`src/rtl/rr_mux_pkg.sv`:
```
// Shared definitions for the round-robin mux / arbiter family.
package rr_mux_pkg;
  localparam logic MODE_DIRECT = 1'b0;
  localparam logic MODE_RR     = 1'b1;

  function automatic int unsigned next_idx(input int unsigned i, input int unsigned n);
    return (i + 1 >= n) ? 32'd0 : i + 1;
  endfunction

  // Forward distance from 'from' to 'to' on a ring of n slots.
  function automatic int unsigned ring_dist(input int unsigned from, input int unsigned to,
                                            input int unsigned n);
    return (to >= from) ? to - from : to + n - from;
  endfunction
endpackage

```
`src/rtl/rr_pick.sv`:
```
// First set request at or after ptr, wrapping modulo NCH; purely combinational.
module rr_pick import rr_mux_pkg::*; #(
  parameter int NCH  = 4,
  parameter int SELW = $clog2(NCH)
) (
  input  logic [NCH-1:0]  req,
  input  logic [SELW-1:0] ptr,
  output logic            found,
  output logic [SELW-1:0] idx
);
  always_comb begin
    int unsigned best;
    found = 1'b0;
    idx   = '0;
    best  = NCH;
    // Closest requester downstream of ptr wins; no modulo hardware needed.
    for (int i = 0; i < NCH; i++) begin
      if (req[i] && (ring_dist(32'(ptr), i, NCH) < best)) begin
        best  = ring_dist(32'(ptr), i, NCH);
        found = 1'b1;
        idx   = SELW'(i);
      end
    end
  end
endmodule

```
`src/rtl/rr_mux_reg.sv`:
```
// N-channel mux with direct or round-robin selection, one-beat output register
// and valid/ready handshakes on all ports.
module rr_mux_reg import rr_mux_pkg::*; #(
  parameter int WIDTH = 4,
  parameter int NCH   = 4,
  parameter int SELW  = $clog2(NCH)
) (
  input  logic                 clk,
  input  logic                 rst_n,
  input  logic                 mode,
  input  logic [SELW-1:0]      sel,
  input  logic [NCH*WIDTH-1:0] in_data,
  input  logic [NCH-1:0]       in_valid,
  output logic [NCH-1:0]       in_ready,
  output logic [WIDTH-1:0]     out_data,
  output logic [SELW-1:0]      out_ch,
  output logic                 out_valid,
  input  logic                 out_ready
);
  logic [WIDTH-1:0] out_data_q, out_data_d, pick_data;
  logic [SELW-1:0]  out_ch_q, out_ch_d, rr_ptr_q, rr_ptr_d, rr_idx, cand;
  logic             out_valid_q, out_valid_d;
  logic             load, rr_found, cand_ok, xfer;

  rr_pick #(.NCH(NCH), .SELW(SELW)) u_pick (
    .req   (in_valid),
    .ptr   (rr_ptr_q),
    .found (rr_found),
    .idx   (rr_idx)
  );

  assign load = !out_valid_q || out_ready;

  always_comb begin
    if (mode == MODE_RR) begin
      cand    = rr_idx;
      cand_ok = rr_found;
    end else begin
      cand    = sel;
      cand_ok = (32'(sel) < NCH);
    end
  end

  // Direct mode grants ready without looking at valid; only RR sees in_valid.
  always_comb begin
    in_ready  = '0;
    pick_data = '0;
    xfer      = 1'b0;
    for (int i = 0; i < NCH; i++) begin
      in_ready[i] = rst_n && load && cand_ok && (cand == SELW'(i));
      if (in_ready[i]) pick_data = in_data[i*WIDTH +: WIDTH];
      if (in_ready[i] && in_valid[i]) xfer = 1'b1;
    end
  end

  always_comb begin
    out_data_d  = out_data_q;
    out_ch_d    = out_ch_q;
    out_valid_d = out_valid_q;
    rr_ptr_d    = rr_ptr_q;
    if (load) begin
      out_valid_d = xfer;
      if (xfer) begin
        out_data_d = pick_data;
        out_ch_d   = cand;
        rr_ptr_d   = SELW'(next_idx(32'(cand), NCH));
      end
    end
  end

  always_ff @(posedge clk) begin
    if (!rst_n) begin
      out_data_q  <= '0;
      out_ch_q    <= '0;
      out_valid_q <= 1'b0;
      rr_ptr_q    <= '0;
    end else begin
      out_data_q  <= out_data_d;
      out_ch_q    <= out_ch_d;
      out_valid_q <= out_valid_d;
      rr_ptr_q    <= rr_ptr_d;
    end
  end

  assign out_data  = out_data_q;
  assign out_ch    = out_ch_q;
  assign out_valid = out_valid_q;
endmodule

```
`config.mk`:
```
export PLATFORM = sky130hd
export DESIGN_NAME = rr_mux_reg
export DESIGN_NICKNAME = d
export VERILOG_FILES = /design/src/rtl/rr_mux_pkg.sv /design/src/rtl/rr_pick.sv /design/src/rtl/rr_mux_reg.sv
export SDC_FILE = /design/constraint.sdc
export NUM_CORES = 1
export LEC_CHECK = 0
export BUFFER_PORTS_ARGS = -buffer_cell sky130_fd_sc_hd__buf_2
export CORE_ASPECT_RATIO = 1.5
export CORE_MARGIN = 2
export CORE_UTILIZATION = 48
export DETAILED_ROUTE_END_ITERATION = 8
export PLACE_DENSITY = 0.89
export SLEW_MARGIN = 20
export SYNTH_ARGS = -nofsm -noshare
export SYNTH_HDL_FRONTEND = slang
export SYNTH_HIERARCHICAL = 1
export SYNTH_SLANG_ARGS = --single-unit
```
`constraint.sdc`:
```
create_clock -name clk -period 5.4 [get_ports clk]
set_clock_uncertainty 0.15 [all_clocks]
set_input_delay 0.54 -clock clk [delete_from_list [all_inputs] [get_ports clk]]
set_output_delay 0.54 -clock clk [all_outputs]
set_load 0.02 [all_outputs]
```
==> results.txt, run 1 <==
- Clock-pin slew was measured on the worst setup and hold paths at ~60 ps.
* Root buffer cell: clkbuf_4
* Worst Hold Path Cells: 2
- First-pass GRT wire length: 3990 microns
- Synth cell count leaders: nand2_1 (15), ha_1 (13), inv_1 (12)
- The max-slew violation count was 0.
* Cts hold-fix bufs: 0
- Number of flops mapped to enable cells by yosys: 0
* Final core utilization: 62.9%
- dfxtp_1 takes more of the synthesized area than any other cell.
- The layout has roughly 170 filler cells.
- The number of cells on the worst reg-to-reg path is 26.
- The via count of the first global-routing pass is ~1000.
* Vias: 1015
- During synthesis, Yosys emitted a total of 6 warnings.
- Global routing finished with a remaining overflow of 0.
* Estimated wirelength of the detail-placed design: 2040 microns
- For this run, the leading register cell type out of synthesis is dfxtp_1.
- Run status: finished clean
- Number of maximum-capacitance violations: 0
- In this run the standard cell core region covers about 0.0020 sq mm.
* Crit Path Max Fanout: 8
- In this run the deepest clock path goes through 2 buffers.
- Startpoint type of the worst setup path: flip-flop
- The worst path in the final design needs a cycle of between 5000 and 6000 ps, including I/O delays and setup.
- For the worst setup path, the data arrival time is 4480 ps.
- Crit. End Element: output pin
- Number of rows created at floorplan: 20
* Total Die Area: 0.00243 sq mm
- Post-synthesis cell area: about 980 sq um
- Relative to the synthesized area, the layout overhead comes to 26.6%.
* Final count of negative-setup-slack endpoints: 0
- Final weighted congestion in routability-driven placement: 0.877
- Setup total negative slack on the finished layout was measured at 0 ps.
* Post-synth cell types: 37
* Peak ir drop on the vdd network: 0.201 mV
* Endpoints failing hold: 0
* Top area cells in the synthesized netlist: dfxtp_1 (18%), ha_1 (17%), nand2_1 (5.7%), mux2i_1 (5.1%), inv_1 (4.6%)
* Chip height: ~59 microns
- The number of antenna diodes in the final layout is 0.
- Input/output buffers: 36
- In this design, the stage delay of the slowest critical-path cell is roughly 390 ps.
* Fraction of registers with async set or reset after synthesis: 0%
- A synthesized cell averages around 8.3 sq um.
* DIE WIDTH: between 40 and 50 microns
- Pwr Density: between 200 and 300 mW/mm^2
- The tree built by TritonCTS fans out to 9 sinks.
* Clock insertion delay at the later pin of the skew report: ~250 ps
* Total global routing track utilization: 23.2%
* TritonCTS clock tree: done
- Synthesized flop and latch total: 9
- Summed over all cells, the static leakage comes to ~0.65 nW.
- The first detailed-routing pass took 4 iterations.
- Counting every instance in the synthesized netlist gives 118.
- After the first detailed-routing iteration, the DRC count stood at 31.
- Of the cells placed in the final design, the portion with a size suffix greater than 1 is 38.1%.
* Min-Delay Startpoint: out_data[3]
* Classification of the worst-slack hold path: reg -> reg
- Number of antenna-violating nets in the routed design: 0
- For this block, the routed nets add up to approximately 2500 microns of wire.
- The critical path goes through inv_1 > ha_1 > nand2_1 > inv_1 > ha_1 > inv_1 > nand3_2 > o21ai_0 > o21ai_1 > ha_1 > nand2_1 > a211oi_2 > nor2_4 > nand2_1 > o21a_1 > ha_1 > nand2b_1 > a21oi_1 > a311o_2 > mux2_2 > inv_1 > ha_2 > and2_1 > buf_2.
* Reg-to-Reg Start: rr_ptr_q[1]
- Starting density of the core: around 50%
- For this run, design rule violations remaining after detail routing come to 0.
* Slack of the worst reg-to-reg path: between 300 and 400 ps
* Req. time, crit path: roughly 4700 ps
- Boundary pin count: 37
* Vias per std cell: ~5.6
* Number of clock buffers inserted by TritonCTS: 3
- Dividing the final minimum period by the clock period gives a little over nine tenths.
* Largest net degree at the start of global routing: 13
* Number of antenna violations at the first check in global routing: 0
- Worst hold path endpoint: out_data[3]
* Final layout net count: 200
* Wire per inst: approximately 14 microns
* Cell with the most instances after synthesis: nand2_1
* H-tree depth reported by CTS: 1
- Across the whole layout, storage elements account for 185 sq um.
* Slowest CP cell: dfxtp_4
- Sequential elements use 18.3% of the synthesized area.
* Share of the synthesized area in the top cell type: a little under a fifth
* Footprint of the multi-input gates: ~740 sq um
* Peak Freq: slightly below 200 MHz
* Startpoint-to-endpoint class of the critical path: reg -> out
- Reg-to-Reg End: rr_ptr_q[1]
[placed cells by master, fill, tap and decap left out, types with 2 or more instances in the layout]
cell type,instances
nand2b_1,3
a211oi_2,2
buf_4,5
ha_1,12
a22oi_1,3
nand2_1,15
a21oi_1,6
nand3_1,2
nor2b_1,5
and2_1,4
o211a_1,2
buf_2,36
o21a_1,2
inv_1,12
o21ai_0,6
mux2i_1,4
conb_1,2
clkbuf_4,3
a22o_1,2
a221o_1,3
dfxtp_1,7
[sequential cells by signal, indices dropped and copies added (netlist names)]
| signal | cells |
|---|---|
| out_ch | 2 |
| rr_ptr_q | 2 |
| out_valid | 1 |
| out_data | 4 |
[critical path: cells and delay by family, from the launching register on]
family	cells	cell delay, ps
fa+ha+maj	5	1270
compound gates	6	1040
simple gates	7	700
buf+inv	5	530
flops	1	390
mux	1	300
[per-layer routing]
| layer | GRT usage [%] | wire length [microns] |
|---|---|---|
| met1 | 25.4 | 923 |
| met2 | 42.2 | 1360 |
| met3 | 4.14 | 140 |
| met4 | 6.19 | 47 |
| met5 | 0 | 0 |
[metrics by stage]
stage               power (mW)  worst slack [ps]  area (sq um)  hold WS, ps  instances
floorplan                0.241               662           986          383        119
global placement         0.287               397          1190          293        176
detailed placement       0.294               156          1190          293        176
CTS                      0.346              21.3          1210          308        180
global route             0.381             -7.21          1240          345        182
finish                   0.353               229          1240          315        182
[report_power, final]
| part | internal (mW) | switching (mW) | total, mW |
|---|---|---|---|
| Clock | 0.0283 | 0.0213 | 0.0496 |
| Sequential | 0.0804 | 0.0110 | 0.0914 |
| Combinational | 0.0960 | 0.116 | 0.212 |
| Total | 0.205 | 0.149 | 0.353 |
[timing repair]
item | 4_1_cts | 5_1_grt
pin swaps | 0 | 2
setup endpoints to repair | 1 | 13
setup buffers | 0 | 2
resized for setup | 1 | 6
[cell type report]
class / count / share of cell area, %
inverter: 12 / 3.62
multi-input combinational: 94 / 59.7
tap: 22 / 2.21
sequential: 9 / 14.9
clock buffer: 4 / 2.11
timing repair buffer: 41 / 17.5
[cells by family (layout without fill, tap and decap cells)]
family	after synthesis	after routing	synth area share, %
AND/OR/NAND/NOR	38	38	22.9
AO/OA/AOI/OAI	35	35	27.9
buffers and inverters	16	57	7.64
adder cells (fa/ha/maj)	13	13	16.6
flip-flops	9	9	18.3
multiplexers	6	6	6.24
other	1	2	0.382
[how the worst max path moves through the flow]
stage                      from           to  slack (ps)  depth (start not counted)
global route        rr_ptr_q[1]  in_ready[3]          -7                         23
finish              rr_ptr_q[1]  in_ready[1]         230                         24
floorplan           rr_ptr_q[1]  out_data[2]         660                         25
detailed placement  rr_ptr_q[1]  rr_ptr_q[1]         160                         24
CTS                 rr_ptr_q[1]  in_ready[3]          20                         23
global placement    rr_ptr_q[1]  rr_ptr_q[1]         400                         24
Note: power is estimated with default switching activity, not from simulation.
==> run 2: changes to the inputs <==
--- a/config.mk
+++ b/config.mk
@@ -10,6 +10,7 @@
 export CORE_MARGIN = 2
 export CORE_UTILIZATION = 48
 export DETAILED_ROUTE_END_ITERATION = 8
+export MAX_ROUTING_LAYER = met4
 export PLACE_DENSITY = 0.89
 export SLEW_MARGIN = 20
 export SYNTH_ARGS = -nofsm -noshare
==> run 2 against run 1 <==
Net effect:
- clock power barely moved
- worst hold slack barely moved
- first-iteration DRC count did not move
- power barely moved
- final area did not move
- die area did not move
- non-clock buffer count did not move
- core utilization did not move
- critical path type unchanged
- register-to-register slack barely moved
- sequential share of layout area did not move
- global-route usage rose by 0.62 points
==> results.txt, run 2 (synthesis results as in run 1) <==
- Relative contribution of sequential cells to total power: 25.9% (about the same)
- List of cells traversed by the critical path: inv_1 > ha_1 > nand2_1 > inv_1 > ha_1 > inv_1 > nand3_2 > o21ai_0 > o21ai_1 > ha_1 > nand2_1 > a211oi_2 > nor2_4 > nand2_1 > o21a_1 > ha_1 > nand2b_1 > a21oi_1 > a311o_2 > mux2_2 > inv_1 > ha_2 > and2_1 > buf_2
- The proportion of layout cells with a drive suffix above 1 is 38.1% (unchanged).
* Classification of the worst-slack hold path: reg -> reg
- The worst setup path is captured at an output pin.
- Startpoint-to-endpoint class of the critical path: reg -> out
- The required time of the critical path is 4710 ps (about the same).
- Clock net sink count: 9 (unchanged)
- Run status: finished clean
* Area of the placeable core: 0.00198 sq mm (unchanged)
- The biggest cell delay along the critical path is 390 ps (about the same).
- Reg2reg path depth: 26 (unchanged)
* Vias: 1015 (unchanged)
* DRT Wirelength: 2470 microns (unchanged)
- The number of levels in the clock H-tree was 1 (unchanged).
* Chip height: 59.4 microns (unchanged)
* Clk slew on worst S/H paths: 60 ps (about the same)
* Starting density of the core: 49.7% (unchanged)
- Footprint of the multi-input gates: 742 sq um (unchanged)
* Violation count after the first detailed-routing iteration: 31 (unchanged)
* Layout-stage area growth over the synthesis result: 26.6% (unchanged)
- Arrival time of the worst setup path: 4480 ps (about the same)
- The final setup violation count came to 0 (unchanged).
- First-pass GRT wire length: 3990 microns (unchanged)
- Detailed Routing Iterations Pass 1: 4 (unchanged)
* Layer carrying the most global-route usage: met2
- The non-filler instance count after layout came to 182 (unchanged).
- Estimated wirelength of the detail-placed design: 2040 microns (unchanged)
* Switching share of power: 42.1% (about the same)
- The final worst-path cycle share was 95.8% (about the same).
- The final design utilization is 62.9% (unchanged).
* Leakage power total: 0.650 nW (unchanged)
* Vias per std cell: 5.58 (unchanged)
- Post-layout minimum cycle time: 5170 ps (-0.107 ps)
- Peak Freq: 193 MHz (about the same)
- Setup WS post-layout: 229 ps (+0.107 ps)
* TritonCTS clock tree: done
- The maximum buffer depth of the clock tree came to 2 (unchanged).
* Storage element area: 185 sq um (unchanged)
- The number of cells on the critical path was 24 (unchanged).
- Slowest CP cell: dfxtp_4
- The library cell used most frequently in the layout, excluding fill and tap cells, is buf_2.
- Switching power summed over all nets: 0.149 mW (about the same)
- The clock share of power came to 14.0% (about the same).
* Root buffer cell: clkbuf_4
- Global Route met3 Usage: 3.76% (-0.38 points)
- Internal Dissipation: 0.205 mW (about the same)
* Vias in the first global route: 982 (unchanged)
* Number of clock buffers inserted by TritonCTS: 3 (unchanged)
* Boundary pin count: 37 (unchanged)
* Total global routing track utilization: 23.8% (+0.62 points)
* Worst Hold Path Cells: 2 (unchanged)
* Clock insertion delay at the later pin of the skew report: 250 ps (about the same)
- The number of maximum-capacitance violations came to 0 (unchanged).
* Peak ir drop on the vdd network: 0.201 mV (about the same)
- The worst-path maximum fanout came to 8 (unchanged).
* Number of rows created at floorplan: 20 (unchanged)
- The number of flip-flops under the largest register name was 4 (unchanged).
* Commonest non-fill, non-tap cells in the layout: buf_2 (36), nand2_1 (15), inv_1 (12), ha_1 (12), dfxtp_1 (7)
- Final weighted congestion in routability-driven placement: 0.891 (+1.6%)
- Worst setup slack after placement: 156 ps (unchanged)
- Largest net degree at the start of global routing: 13 (unchanged)
- Startpoint type of the worst setup path: flip-flop
* Number of buffer and inverter stages on the critical path: 5 (unchanged)
- Input/output buffers: 36 (unchanged)
- The number of inserted filler cells in the final layout was 167 (unchanged).
- The aggregate negative setup slack was 0 ps (unchanged).
- The number of antenna diodes came to 0 (unchanged).
* Final layout net count: 200 (unchanged)
- Remaining design rule violation count: 0 (unchanged)
* Number of antenna-violating nets in the routed design: 0 (unchanged)
- Worst hold slack after final layout: 315 ps (+0.0270 ps)
- The total grt overflow was 0 (unchanged).
- The max-slew violation count came to 0 (unchanged).
* Count of placed standard cells including taps: 176 (unchanged)
- The met1 track utilization from global routing came to 25.6% (+0.23 points).
* Wire per inst: 13.6 microns (unchanged)
- The power density of the placed cells came to 284 mW/mm^2 (about the same).
- The cell family contributing the most delay on the critical path is adder cells.
- The number of antenna violations at the first check in global routing is 0 (unchanged).
* Power share of the combinational group: 60.1% (about the same)
* DIE WIDTH: 40.9 microns (unchanged)
- Endpoints failing hold: 0 (unchanged)
* Cts hold-fix bufs: 0 (unchanged)
- Met2 layer usage reported by global route: 42.2% (unchanged)
- The area enclosed by the die boundary was 0.00243 sq mm (unchanged).
==> run 2: cell counts in the layout (fill, tap and decap cells not counted) <==
Identical to the previous run, type by type.
==> run 2: final timing paths <==
kind	startpoint	end	slack, ps
max	rr_ptr_q[1]	in_ready[1]	230
min	out_data[3]	out_data[3]	310
max reg2reg	rr_ptr_q[1]	rr_ptr_q[1]	390
min reg2reg	out_data[3]	out_data[3]	310
==> run 2: routing by layer <==
metal | routed length (microns) | up-vias
li1 | - | 504
met1 | 933 | 464
met2 | 1360 | 41
met3 | 130 | 6
met4 | 47 | 0
met5 | 0 | -
==> run 2: power groups by stage <==
stage / combinational [mW] / clock, mW / sequential [mW]
2_1_floorplan: 0.137 / 0 / 0.104
3_3_place_gp: 0.196 / 0 / 0.0908
3_5_place_dp: 0.203 / 0 / 0.0918
4_1_cts: 0.204 / 0.0516 / 0.0905
5_1_grt: 0.232 / 0.0547 / 0.0939
6_report: 0.212 / 0.0496 / 0.0914
==> run 2: final cells by class <==
class / instances / share of cell area, %
Inverter: 12 / 3.62
Tap cell: 22 / 2.21
Clock buffer: 4 / 2.11
Sequential cell: 9 / 14.9
Multi-Input combinational cell: 94 / 59.7
Timing Repair Buffer: 41 / 17.5
==> run 2: worst reg2reg max path, cell delays in order (launching register included) <==
cell and delay (ps):
dfxtp_4 390, inv_1 80, ha_1 220, nand2_1 130
inv_1 60, ha_1 310, inv_1 120, nand3_2 100
o21ai_0 110, o21ai_1 140, ha_1 300, nand2_1 60
a211oi_2 250, nor2_4 80, nand2_1 80, o21a_1 130
ha_1 170, nand2b_1 110, a21oi_1 70, a311o_2 340
mux2_2 300, inv_1 120, ha_2 270, a22o_1 160
o2111a_2 380, mux2i_1 230, nor2b_1 60
==> run 2: timing repair <==
| action | 4_1_cts | 5_1_grt |
|---|---|---|
| gates resized for setup | 1 | 6 |
| pin swaps | 0 | 2 |
| setup buffers | 0 | 2 |
| setup endpoints to repair | 1 | 13 |
==> run 2: metrics by stage <==
stage | instance area [sq um] | total power, mW
final | 1240 | 0.353
after global routing | 1240 | 0.381
after CTS | 1210 | 0.346
after detailed placement | 1190 | 0.294
after global placement | 1190 | 0.287
after floorplan | 986 | 0.241
